`src/rtl/prime_gen.sv`:
```
// prime_gen: searches for a random probable prime by issuing LFSR candidates to a Miller-Rabin tester.
// Define PRIME_GEN_SIEVE_EN to add a trial-division pre-filter (3, 5, 7, 11, 13) ahead of the tester.
module prime_gen #(
    parameter int                    WORD_WIDTH = 32,
    parameter int                    ROUNDS     = 20,
    parameter int                    MAX_TRIES  = 1024,
    parameter logic [WORD_WIDTH-1:0] TAPS       = WORD_WIDTH'(32'h8020_0003),
    parameter logic [WORD_WIDTH-1:0] RESET_SEED = WORD_WIDTH'(32'h0000_0001)
) (
    input  logic                  clk,
    input  logic                  rst_n,
    input  logic                  start,
    input  logic                  seed_load,
    input  logic [WORD_WIDTH-1:0] seed,
    output logic                  busy,
    output logic                  done,
    output logic                  found,
    output logic [WORD_WIDTH-1:0] prime,
    output logic [15:0]           tries,
    output logic                  mr_enable,
    output logic [WORD_WIDTH-1:0] mr_n,
    output logic [5:0]            mr_t,
    input  logic                  mr_done,
    input  logic                  mr_is_prime,
    output logic [2:0]            dbg_state
);

    // Tester handshake: mr_enable is a one-cycle request carrying mr_n/mr_t; mr_n stays
    // stable until the tester answers with a one-cycle mr_done, when mr_is_prime is valid.
    // mr_done is ignored outside WAIT, and no new request is made while a test is running.

`ifdef PRIME_GEN_SIEVE_EN
    typedef enum logic [2:0] {
        S_IDLE  = 3'd0,
        S_GEN   = 3'd1,
        S_SIEVE = 3'd2,
        S_ISSUE = 3'd3,
        S_WAIT  = 3'd4,
        S_FIN   = 3'd5
    } state_t;
`else
    typedef enum logic [2:0] {
        S_IDLE  = 3'd0,
        S_GEN   = 3'd1,
        S_ISSUE = 3'd3,
        S_WAIT  = 3'd4,
        S_FIN   = 3'd5
    } state_t;
`endif

    localparam logic [15:0]           MAX_T = 16'(MAX_TRIES);
    localparam logic [WORD_WIDTH-1:0] ONE   = WORD_WIDTH'(1);
    localparam logic [WORD_WIDTH-1:0] MSB   = ONE << (WORD_WIDTH - 1);

    state_t                state;
    state_t                state_nxt;
    logic [WORD_WIDTH-1:0] lfsr;
    logic [WORD_WIDTH-1:0] lfsr_step;
    logic [WORD_WIDTH-1:0] seed_fix;
    logic                  budget_out;

    assign lfsr_step  = (lfsr >> 1) ^ (lfsr[0] ? TAPS : '0);
    assign seed_fix   = (seed == '0) ? ONE : seed;
    assign budget_out = (tries == MAX_T);

`ifdef PRIME_GEN_SIEVE_EN
    logic [2:0]            sv_idx;
    logic [WORD_WIDTH-1:0] sv_rem;
    logic                  sv_hit;
    logic                  sv_last;

    // One small prime per SIEVE cycle; each divisor is a constant so no general divider is built.
    always_comb begin
        sv_rem = '0;
        case (sv_idx)
            3'd0:    sv_rem = mr_n % WORD_WIDTH'(3);
            3'd1:    sv_rem = mr_n % WORD_WIDTH'(5);
            3'd2:    sv_rem = mr_n % WORD_WIDTH'(7);
            3'd3:    sv_rem = mr_n % WORD_WIDTH'(11);
            default: sv_rem = mr_n % WORD_WIDTH'(13);
        endcase
    end

    assign sv_hit  = (sv_rem == '0);
    assign sv_last = (sv_idx == 3'd4);

    always_ff @(posedge clk or negedge rst_n) begin
        if (!rst_n) begin
            sv_idx <= 3'd0;
        end else if (state == S_GEN) begin
            sv_idx <= 3'd0;
        end else if (state == S_SIEVE && !sv_hit && !sv_last) begin
            sv_idx <= sv_idx + 3'd1;
        end
    end
`endif

    always_ff @(posedge clk or negedge rst_n) begin
        if (!rst_n) begin
            state <= S_IDLE;
        end else begin
            state <= state_nxt;
        end
    end

    always_comb begin
        state_nxt = state;
        case (state)
            S_IDLE: begin
                if (start) begin
                    state_nxt = S_GEN;
                end
            end
            S_GEN: begin
`ifdef PRIME_GEN_SIEVE_EN
                state_nxt = S_SIEVE;
`else
                state_nxt = S_ISSUE;
`endif
            end
`ifdef PRIME_GEN_SIEVE_EN
            S_SIEVE: begin
                if (sv_hit) begin
                    state_nxt = budget_out ? S_FIN : S_GEN;
                end else if (sv_last) begin
                    state_nxt = S_ISSUE;
                end
            end
`endif
            S_ISSUE: state_nxt = S_WAIT;
            S_WAIT: begin
                if (mr_done) begin
                    if (mr_is_prime || budget_out) begin
                        state_nxt = S_FIN;
                    end else begin
                        state_nxt = S_GEN;
                    end
                end
            end
            S_FIN:   state_nxt = S_IDLE;
            default: state_nxt = S_IDLE;
        endcase
    end

    assign mr_enable = (state == S_ISSUE);
    assign done      = (state == S_FIN);
    assign busy      = (state != S_IDLE) && (state != S_FIN);
    assign mr_t      = 6'(ROUNDS);
    assign dbg_state = state;

    // The LFSR is never reset by start, so back-to-back searches continue one sequence.
    always_ff @(posedge clk or negedge rst_n) begin
        if (!rst_n) begin
            lfsr  <= RESET_SEED;
            mr_n  <= '0;
            tries <= '0;
            found <= 1'b0;
            prime <= '0;
        end else begin
            case (state)
                S_IDLE: begin
                    if (seed_load) begin
                        lfsr <= seed_fix;
                    end
                    if (start) begin
                        tries <= '0;
                        found <= 1'b0;
                        prime <= '0;
                    end
                end
                S_GEN: begin
                    lfsr <= lfsr_step;
                    mr_n <= lfsr_step | ONE | MSB;
                    if (tries != MAX_T) begin
                        tries <= tries + 16'd1;
                    end
                end
                S_WAIT: begin
                    if (mr_done && mr_is_prime) begin
                        prime <= mr_n;
                        found <= 1'b1;
                    end else if (mr_done && budget_out) begin
                        found <= 1'b0;
                    end
                end
                default: begin
                end
            endcase
        end
    end

endmodule
```
`config.mk`:
```
export PLATFORM = sky130hd
export DESIGN_NAME = prime_gen
export DESIGN_NICKNAME = d
export VERILOG_FILES = /design/src/rtl/prime_gen.sv
export SDC_FILE = /design/constraint.sdc
export NUM_CORES = 1
export LEC_CHECK = 0
export CORE_ASPECT_RATIO = 2
export CORE_MARGIN = 4
export CORE_UTILIZATION = 45
export DETAILED_ROUTE_END_ITERATION = 6
export GPL_ROUTABILITY_DRIVEN = 0
export HOLD_SLACK_MARGIN = 0.03
export PLACE_DENSITY = 0.76
export SLEW_MARGIN = 10
export SYNTH_ARGS = -nofsm -noshare
export SYNTH_HDL_FRONTEND = slang
export SYNTH_SLANG_ARGS = --single-unit
export TNS_END_PERCENT = 1
```
`constraint.sdc`:
```
create_clock -name clk -period 5.6 [get_ports clk]
set_clock_uncertainty 0.2 [all_clocks]
set_input_delay 1.12 -clock clk [delete_from_list [all_inputs] [get_ports clk]]
set_output_delay 1.12 -clock clk [all_outputs]
set_load 0.05 [all_outputs]
```
==> results of run 1 <==
==> critical path: stages (launching register included) <==
cell and delay [ns]:
dfrtp_1 0.71, nor2b_1 0.22, and2_1 0.19, clkdlybuf4s50_1 0.82
==> cell usage after synthesis, drive strengths merged, types with 3 or more instances <==
cell type,instances,area share (%)
nand2,194,14
dfrtp,113,55
o21ai,69,6.7
mux2i,33,6.4
buf,31,3.6
nor4,12,1.7
a21oi,8,0.77
nand3,8,0.77
clkbuf,7,0.51
nor2,7,0.65
o31ai,6,0.87
inv,5,0.41
or4,5,0.73
and4,4,0.68
nand4,4,0.48
or2,4,0.48
nor4b,3,0.80
or3,3,0.36
xnor2,3,0.51
==> worst min path at each step <==
stage,startpoint,cells after the start,endpoint,slack [ns]
5_1_grt,prime[15]$_DFFE_PN0P_,2,prime[15]$_DFFE_PN0P_,0.31
6_report,prime[24]$_DFFE_PN0P_,2,prime[24]$_DFFE_PN0P_,0.28
3_5_place_dp,prime[24]$_DFFE_PN0P_,2,prime[24]$_DFFE_PN0P_,0.27
2_1_floorplan,lfsr[11]$_DFFE_PN0P_,2,mr_n[10]$_DFFE_PN0P_,0.26
4_1_cts,prime[24]$_DFFE_PN0P_,2,prime[24]$_DFFE_PN0P_,0.29
3_3_place_gp,prime[1]$_DFFE_PN0P_,2,prime[1]$_DFFE_PN0P_,0.27
==> per-layer routing <==
metal	GRT usage [%]	wire length (um)	vias to the layer above
met2	36.7	7310	152
li1	-	-	2066
met4	10.5	509	0
met3	4.85	590	43
met5	0	0	-
met1	20.4	4800	2095
==> sequential cells by signal, summed over array words and instances, names as in the netlist <==
register / flops
mr_n: 31
lfsr: 32
dbg_state: 3
prime: 31
tries: 16
found: 1
==> where the power goes <==
group	switching (mW)	total (mW)	internal (mW)
clock	0.359	1.08	0.717
combinational	1.36	2.03	0.669
sequential	0.271	1.39	1.12
==> kinds of logic after synthesis <==
kind of cell	synth area share (%)
AND/OR/NAND/NOR	22.3
flip-flops	55.1
AO/OA/AOI/OAI	10.2
buffers and inverters	4.47
multiplexers	6.60
XOR/XNOR	0.677
adder cells (fa/ha/maj)	0.483
other	0.145
==> through the flow <==
stage                     hold WS (ns)  setup slack (ns)  area [um2]  std cells  util [%]
final                            0.282              1.94        7030        814      62.3
after global routing             0.308              1.83        7030        814      62.3
after CTS                        0.286              1.90        7030        814      62.3
after detailed placement         0.275              2.32        6430        782      57.0
after global placement           0.268              2.36        6430        782      57.0
after floorplan                  0.260              2.60        5190        550         -
==> final cells by class <==
type	instances	share of cell area, %
multi-input combinational	393	30.1
timing repair buffer	128	18.0
clock buffer	21	6.55
clock inverter	11	1.92
inverter	5	0.303
sequential	114	40.6
tap	142	2.53
==> impl_metrics.tcl, run 1 <==
set metrics [dict create \
    post_cts_buffers 0 \
    nNetsFinal 699 \
    drv_cap 0 \
    syn_avg_cell_area_um2 9.48 \
    num_antenna_cells 0 \
    ios 131 \
    ys_types 48 \
    die-area_um2 13400 \
    final_common_cell "nand2_1" \
    cp-endpoint "mr_enable" \
    syn_inst 546 \
    rsz0062_at_grt "no" \
    seqCellArea_um2 2850 \
    p_total_mw 4.49 \
    via_per_inst 5.35 \
    synth_ff_type "dfrtp_1" \
    finalSetupViolations 0 \
    vias 4356 \
    path_max_fanout 11 \
    hpwl_um 9310 \
    post_route_cells_drive_above_1_share_pct 7.14 \
    start_util_pct 45.9 \
    area_delta_synth_final_pct 35.8 \
    startpoint_type "register" \
    yosys_warnings 0 \
    tightest_slew_ns 0.947 \
    nFillCells 982 \
    p_leak_nw 3.03 \
    r2r_end "tries[14]$_DFFE_PN0P_" \
    rr_worst_depth 5 \
    critPathArrivalTime_ns 2.34 \
    r2r_setup_slack_ns 2.60 \
    grt_pass1_wl_um 21300 \
    critPathKind "register to primary output" \
    ir_worst_vdd_mv 0.368 \
    grt_max_degree 75 \
    wl_per_cell_um 16.2 \
    num_rows 55 \
    postSynth.asyncResetShare_pct 100 \
    cts_sinks 114 \
    drc 0 \
    io_buffers 124 \
    cts-root-buf "clkbuf_16" \
    regToRegStartpoint "dbg_state[0]$_DFFE_PN0P_" \
    wl_um 13200 \
    fp.dieH_um 160 \
    clk_latency_ns 0.40 \
    tns_ns 0 \
    synth.yosys.seq_area_share_pct 55.1 \
    required_ns 4.28 \
    cts_resized 0 \
    ys_ff_latch 114 \
    multi_input_area_um2 2110 \
    numCtsBuffers 17 \
    post-route-period-util_pct 65.4 \
    synth.cell_area_um2 5180 \
    gr-usage-all-layers_pct 20.0 \
    relSlewSlack_pct 36.8 \
    powerDensity_nw_per_um2 639 \
    cp-end-kind "primary output" \
    final-max-slew-violation-count 0 \
    cp-startpoint "dbg_state[0]$_DFFE_PN0P_" \
    hold_path_class "register to register" \
    detail-route-antenna-nets 0 \
    first_iter_violations 225 \
    clk_pin_slew_ns 0.05 \
    cts_tree "done" \
    synth_edf_count 0 \
    status "finished, final reports clean" \
    antenna_found_initial 0 \
    grt_pass1_vias 4444 \
    gr-total-overflow 0 \
    core_region_area_um2 11300 \
    die_w_um 83.8 \
    cts_hold_buffers 0 \
    clockBufferDepth 2 \
    drt-pass1-iter-count 4 \
    mostFrequentLayoutCells "193 x nand2_1, 123 x clkdlybuf4s50_1, 113 x dfrtp_1" \
    fmax_mhz 273 \
    htreeDepth 4 \
    period_needed_ns 3.66 \
    final-hold-violation-count 0 \
]
No activity file was read; power rests on OpenSTA's default activity.
==> inputs of run 2 (changes only) <==
Clock period 5.6 ns to 3.47 ns, I/O delays scaled along.
==> run 2 against run 1 <==
  * Sequential power is 60% higher
  * Combinational power is 64% higher
  * Sequential share of layout area is 0.43 points lower
  * Sequential cell count stayed put
  * Highest routed layer unchanged
  * Cell area is 1.1% higher
  * Hold slack worse by 0.14 ns
  * First-iteration DRC count is 1.3% higher
  * Via count is 1.7% lower
  * Worst setup slack worse by 1.7 ns
  * Largest power group unchanged
  * Global-route usage is 0.14 points higher
  * Core utilization is 0.67 points higher
  * Critical path depth stayed put
==> impl_metrics.tcl, run 2 (same netlist as run 1, synthesis figures left out) <==
set metrics [dict create \
    status "finished, final reports clean" \
    clk_pin_slew_ns 0.05 \
    largest_register_ffs 32 \
    num_rows 55 \
    final-max-slew-violation-count 0 \
    cp-end-kind "primary output" \
    r2r_end "lfsr[4]$_DFFE_PN0P_" \
    drt-pass1-iter-count 4 \
    regMostFlops "lfsr" \
    first_iter_violations 228 \
    grt_pass1_wl_um 21400 \
    fp.dieH_um 160 \
    rsz0062_at_grt "no" \
    regToRegStartpoint "dbg_state[1]$_DFFE_PN0P_" \
    post_route_cells_drive_above_1_share_pct 7.84 \
    cts_sinks 114 \
    io_buffers 124 \
    tns_ns 0 \
    die-area_um2 13400 \
    via_per_inst 5.23 \
    final_common_cell "nand2_1" \
    fmax_mhz 313 \
    area_delta_synth_final_pct 37.3 \
    worst_slack_ns 0.277 \
    drc 0 \
    tightest_slew_ns 0.637 \
    wl_um 12900 \
    pre_cts_slack_ns 0.707 \
    dp.cells 786 \
    cts-root-buf "clkbuf_16" \
    fin_cells 818 \
    wl_per_cell_um 15.7 \
    clockBufferDepth 2 \
    cts_hold_buffers 0 \
    final-hold-violation-count 0 \
    die_w_um 83.8 \
    hold_path_class "input port to async pin" \
    top_regs "lfsr: 32 flops, mr_n: 31 flops, prime: 31 flops" \
    startpoint_type "register" \
    rr_worst_depth 6 \
    ir_worst_vdd_mv 0.581 \
    p_leak_nw 3.07 \
    numCtsBuffers 17 \
    clk_latency_ns 0.40 \
    vias 4281 \
    drv_cap 0 \
    cts_tree "done" \
    finalSetupViolations 0 \
    gr-usage-all-layers_pct 20.1 \
    period_needed_ns 3.19 \
    start_util_pct 45.9 \
    path_max_fanout 11 \
    required_ns 2.58 \
    htreeDepth 4 \
    critPathKind "register to primary output" \
    r2r_setup_slack_ns 1.09 \
    post_cts_buffers 0 \
    mostFrequentLayoutCells "193 x nand2_1, 123 x clkdlybuf4s50_1, 113 x dfrtp_1" \
    design_area_um2 7110 \
    hpwl_um 9040 \
    detail-route-antenna-nets 0 \
    placed_cell_area_um2 6480 \
    num_antenna_cells 0 \
    post-route-period-util_pct 92.0 \
    antenna_found_initial 0 \
    core_region_area_um2 11300 \
    critPathArrivalTime_ns 2.30 \
    ios 131 \
    relSlewSlack_pct 57.4 \
    gr-total-overflow 0 \
    cts_resized 0 \
    grt_max_degree 115 \
    powerDensity_nw_per_um2 1040 \
    grt_pass1_vias 4343 \
    hold_slack_ns 0.137 \
    nNetsFinal 703 \
]
==> run 2: cell count changes in the layout (fill, tap and decap cells not counted), sizes merged <==
cell | before | now
buf | 5 | 9
bufinv | 3 | 4
clkinvlp | 2 | 1
==> run 2: cell type report <==
cell class | instances | area, um2
Inverter | 5 | 21.3
Multi-Input combinational cell | 393 | 2110
Clock buffer | 21 | 470
Fill cell | 959 | 4180
Tap cell | 142 | 178
Timing Repair Buffer | 132 | 1310
Clock inverter | 11 | 158
Sequential cell | 114 | 2850
==> run 2: critical path, cell delays in order (launching register included) <==
cell and delay, ns:
dfrtp_1 0.58, nor2b_1 0.24, or3_1 0.36, clkdlybuf4s50_1 0.72
==> run 2: per-layer routing <==
metal	global-route usage (%)	vias up	part of all wire (%)
met5	0	-	0
met1	22.1	2041	38
met4	9.81	0	3.0
met2	35.8	142	55
li1	-	2068	-
met3	4.80	30	4.4
==> run 2: per-stage QoR <==
step	power, mW	util [%]
6_report	7.37	63.0
5_1_grt	7.81	63.0
4_1_cts	7.44	63.0
3_5_place_dp	5.59	57.4
3_3_place_gp	5.49	57.4
2_1_floorplan	4.57	-
==> run 2: power by group <==
| part | internal, mW | total, mW | switching [mW] |
|---|---|---|---|
| logic | 1.11 | 3.32 | 2.21 |
| registers | 1.80 | 2.23 | 0.426 |
| clock network | 1.25 | 1.83 | 0.576 |
| total | 4.16 | 7.37 | 3.21 |
==> run 2: worst max-delay path by stage <==
stage                             start   endpoint  slack, ns  cells past startpoint
6_report       dbg_state[0]$_DFFE_PN0P_       busy       0.28                      3
2_1_floorplan  dbg_state[0]$_DFFE_PN0P_       done       0.90                      3
5_1_grt        dbg_state[0]$_DFFE_PN0P_  mr_enable       0.19                      3
3_3_place_gp   dbg_state[0]$_DFFE_PN0P_       busy       0.74                      3
4_1_cts        dbg_state[0]$_DFFE_PN0P_       busy       0.26                      3
3_5_place_dp   dbg_state[0]$_DFFE_PN0P_       busy       0.71                      3
==> inputs of run 3 (changes only) <==
Settings changed: SKIP_LAST_GASP from default to 1.
==> results of run 3 <==
No change in the layout: final DEF, timing and power equal those of run 2.
